===== src/rtl/imm_decode_stage.sv =====
// Immediate-generation ID stage for the LEGv8 core. It decodes the immediate from the instruction and registers it with 1-cycle latency.
// stall holds all registered outputs. flush, or in_valid=0, registers a bubble. flush takes priority over stall.
module imm_decode_stage #(
  parameter int DATA_W  = 64,
  parameter int INSTR_W = 32
) (
  input  logic               clk,
  input  logic               reset,
  input  logic [INSTR_W-1:0] instr,
  input  logic               in_valid,
  input  logic               stall,
  input  logic               flush,
  output logic [DATA_W-1:0]  imm_out,
  output logic [2:0]         imm_type,
  output logic               imm_valid
);

  typedef enum logic [2:0] {
    IMM_NONE = 3'd0,
    IMM_D    = 3'd1,
    IMM_I    = 3'd2,
    IMM_B    = 3'd3,
    IMM_CB   = 3'd4,
    IMM_IW   = 3'd5
  } imm_fmt_e;

  imm_fmt_e          dec_type;
  logic [DATA_W-1:0] dec_imm;
  logic [DATA_W-1:0] movz_base;
  logic [5:0]        movz_shamt;

  assign movz_base  = {{(DATA_W-16){1'b0}}, instr[20:5]};
  assign movz_shamt = {instr[22:21], 4'b0000};

  // Opcode classes are tested widest-prefix first so the first match wins.
  always_comb begin
    dec_type = IMM_NONE;
    dec_imm  = '0;
    if (instr[31:21] == 11'b11111000010 || instr[31:21] == 11'b11111000000) begin
      dec_type = IMM_D;
      dec_imm  = {{(DATA_W-9){instr[20]}}, instr[20:12]};
    end else if (instr[31:22] == 10'b1001000100 || instr[31:22] == 10'b1101000100) begin
      dec_type = IMM_I;
      dec_imm  = {{(DATA_W-12){1'b0}}, instr[21:10]};
    end else if (instr[31:23] == 9'b110100101) begin
      dec_type = IMM_IW;
      dec_imm  = movz_base << movz_shamt;
    end else if (instr[31:24] == 8'b10110100 || instr[31:24] == 8'b10110101 ||
                 instr[31:24] == 8'b01010100) begin
      dec_type = IMM_CB;
      dec_imm  = {{(DATA_W-19){instr[23]}}, instr[23:5]};
    end else if (instr[31:26] == 6'b000101 || instr[31:26] == 6'b100101) begin
      dec_type = IMM_B;
      dec_imm  = {{(DATA_W-26){instr[25]}}, instr[25:0]};
    end
  end

  always_ff @(posedge clk or posedge reset) begin
    if (reset) begin
      imm_out   <= '0;
      imm_type  <= IMM_NONE;
      imm_valid <= 1'b0;
    end else if (flush) begin
      imm_out   <= '0;
      imm_type  <= IMM_NONE;
      imm_valid <= 1'b0;
    end else if (!stall) begin
      if (in_valid) begin
        imm_out   <= dec_imm;
        imm_type  <= dec_type;
        imm_valid <= 1'b1;
      end else begin
        imm_out   <= '0;
        imm_type  <= IMM_NONE;
        imm_valid <= 1'b0;
      end
    end
  end

endmodule


===== config.mk =====
export PLATFORM = sky130hd
export DESIGN_NAME = imm_decode_stage
export DESIGN_NICKNAME = d
export VERILOG_FILES = /design/src/rtl/imm_decode_stage.sv
export SDC_FILE = /design/constraint.sdc
export NUM_CORES = 1
export LEC_CHECK = 0
export CAP_MARGIN = 30
export CORE_ASPECT_RATIO = 1.25
export CORE_MARGIN = 1
export CORE_UTILIZATION = 52
export DETAILED_ROUTE_END_ITERATION = 7
export GPL_TIMING_DRIVEN = 0
export PLACE_DENSITY = 0.82
export SYNTH_ARGS = -nofsm -noshare
export SYNTH_HDL_FRONTEND = slang
export SYNTH_SLANG_ARGS = --single-unit

===== constraint.sdc =====
create_clock -name clk -period 3.5 [get_ports clk]
set_clock_uncertainty 0.2 [all_clocks]
set_input_delay 0.35 -clock clk [delete_from_list [all_inputs] [get_ports clk]]
set_output_delay 0.35 -clock clk [all_outputs]
set_load 0.02 [all_outputs]

==> results.md <==
* Worst min path class: reg2reg
* Post-cts sizing count at 0
* Post-CTS Setup Inserts at 0
* R2r setup slk at 2.42 ns
* Critical Path Start Type: input port
* Syn_area_per_cell at 9.000 um2
* Synthesized Nets at 441
* Clk sinks at 68
* Hold buffers post-CTS at 0
* FF+latch count, synth at 68
* Reg2reg start: imm_out[14]
* Setup Crit Path Kind: in2reg
* Max Fanout on Critical Path at 10
* Die Ht at 95.49 um
* Count of non-filler cells in the finished layout at 605
* Die X at 76.79 um
* Wirelength per Cell at 20.14 um
* Highest-count cells in the layout ignoring fill and taps: a21oi_1, clkdlybuf4s50_1, dfrtp_1, o21ai_0, clkbuf_1
* Max-Cap Viols at 0
* Peak VDD IR at 0.2090 mV
* Io pins at 105
* PwrDens at 334.4 nW/um2
* R2r endpoint: imm_out[14]
* Worst Setup EP: imm_out[46]
* Sw power at 0.4345 mW
* R2R depth at 1
* Cells after Synth at 404
* Sw Share at 26.31%
* Clock tree buffer depth at 2
* Die area at 7333 um2
* Clk_lat worst skew at 0.35 ns
* EDFF count, synth at 0
* Final Max Tran Viols at 0
* Overflow after GRT at 0
* Port bufs at 97
* Setup crit end kind: flop
* DRC Markers at 0
* Final ANT Viol Nets at 0
* GRT Total Usage at 34.07%
* Worst slew pin tran at 0.8483 ns
* N_diodes at 0
* Initial core utilization at 54.70%
* Global-route wire length before repair at 18790 um
* GP Congestion at 0.8883
* Layout filler cell count at 508
* F_max at 373.2 MHz
* Slew headroom at 43.45%
* Initial antenna violation count at 0
* Largest net degree at the start of global routing at 69
* Combinational power share at 10.4%
* Setup violators final at 0
* Hold violation count in the final report at 0
* Synth warn at 0
* Leak Pwr at 2.067 nW
* Critical Path RT at 3.55 ns
* Crit. Startpoint: instr[21]
* FFs w/ async S/R, synth at 100.0%
* Seq/Total Area, Yosys at 46.80%
* Final net count at 550
* Min cycle time layout at 2.679 ns
* First drt pass iteration count at 5
* Slowest cell delay on critical path at 0.59 ns
* CTS HTree Levels at 3
* Ys flop type: dfrtp_1
* CTS Buf Count at 9
* Critical path arrival at 2.73 ns
* Vias/cell at 6.507
* Synthesis-to-layout area growth at 35.82%
* Clk pin slew, worst setup/hold paths at 0.07 ns
* Cell Rows at 33
* Layout cell share with drive strength beyond 1 at 8.880%
* Synth cell types at 43
* Flop pwr share at 47.9%
* Int Pwr at 1.217 mW
* Synth Cell Area at 3636 um2
* Inst Count DP at 589
* Vias in the first global route at 3746
* Core Area at 6648 um2
* Status: finished clean
* CP most frequent cell: buf_2
* Slowest stage cell on the critical path: clkdlybuf4s50_1
* CP Cell Sequence: clkdlybuf4s50_1 -> nand4b_1 -> nor2_1 -> and3_1 -> buf_2 -> buf_2 -> a21oi_1 -> o21ai_0
* Final WL at 12190 um
* Starting DRC count in detailed routing at 477
* Routed vias at 3937
* Commonest non-fill, non-tap cell in the layout: a21oi_1
* Clock network fraction of total power at 41.6%
* Detailed placer's ending HPWL at 8381 um
* Root Buffer Master: clkbuf_8
* Min-Delay Path Depth at 2
* RSZ-0062 raised after global routing: false
* Final Cycle Share at 76.55%
* CTS tree: done
* Setup TNS at 0 ns
==> power by group through the flow <==
stage	sequential (mW)	clock, mW	combinational [mW]
after floorplan	0.812	0	0.0696
after CTS	0.792	0.686	0.168
after global routing	0.792	0.729	0.182
after global placement	0.807	0	0.164
final	0.792	0.688	0.172
after detailed placement	0.807	0	0.167
==> logic make-up after synthesis <==
logic type / count (synthesis) / share of synthesized area, %
compound gates: 219 / 37.16
simple gates: 66 / 9.739
flops: 68 / 46.80
buf+inv: 51 / 6.297
==> per-layer routing <==
layer  global-route usage (%)  wire length [um]  up-vias
li1                         -                 -     1728
met1                    41.99              4645     1891
met2                    55.88              5768      264
met3                    7.177              1229       54
met4                    19.23               544        0
met5                        0                 0        -
==> how the worst min path moves through the flow <==
| stage | startpoint | end | slack, ns |
|---|---|---|---|
| floorplan | instr[23] | imm_out[23] | 0.31 |
| global placement | imm_valid | imm_valid | 0.26 |
| detailed placement | imm_out[26] | imm_out[26] | 0.28 |
| CTS | imm_type[2] | imm_type[2] | 0.30 |
| global route | imm_out[21] | imm_out[21] | 0.32 |
| finish | imm_type[2] | imm_type[2] | 0.29 |
==> synth_stat cells (all sizes together) (3+ instances only) <==
cell type	number	area share [%]
a21oi	101	14
dfrtp	68	47
o21ai	62	9.6
clkbuf	30	3.2
nor2	19	2.0
nand2	18	1.9
a221o	15	4.1
buf	15	2.5
a22o	9	2.2
a22oi	9	1.9
a21o	6	1.4
a221oi	6	1.4
inv	6	0.62
nand2b	4	0.69
nor2b	4	0.69
nor3b	3	0.62
==> flip-flops by register name, indices dropped and copies added (netlist names) <==
signal	cells
imm_type	3
imm_out	64
imm_valid	1
==> through the flow <==
stage | util [%] | setup slack (ns) | hold slack [ns] | power (mW) | instance area [um2]
finish | 74.29 | 0.8208 | 0.2865 | 1.652 | 4938
global route | 74.29 | 0.7476 | 0.3239 | 1.703 | 4938
CTS | 74.29 | 0.9261 | 0.2960 | 1.645 | 4938
detailed placement | 71.13 | 0.5953 | 0.2790 | 0.9744 | 4728
global placement | 70.94 | 0.1227 | 0.2633 | 0.9716 | 4716
floorplan | - | 1.238 | 0.3088 | 0.8819 | 3636
==> critical path: cells and delay by family <==
family                 cells  cell delay, ns
AOI/OAI and AO/OA          2            0.17
and+or+nand+nor            3            1.15
buffers and inverters      3            1.05
==> area by class of cell <==
class / instances / area, um2 / area share, %
multi-input combinational: 285 / 1705 / 34.53
sequential: 68 / 1702 / 34.46
clock inverter: 5 / 58.81 / 1.191
buffer: 45 / 206.4 / 4.180
inverter: 6 / 25.02 / 0.5067
clock buffer: 11 / 151.4 / 3.066
timing repair buffer: 98 / 980.9 / 19.86
tap: 87 / 108.9 / 2.204
Note: power is estimated with default switching activity, not from simulation.
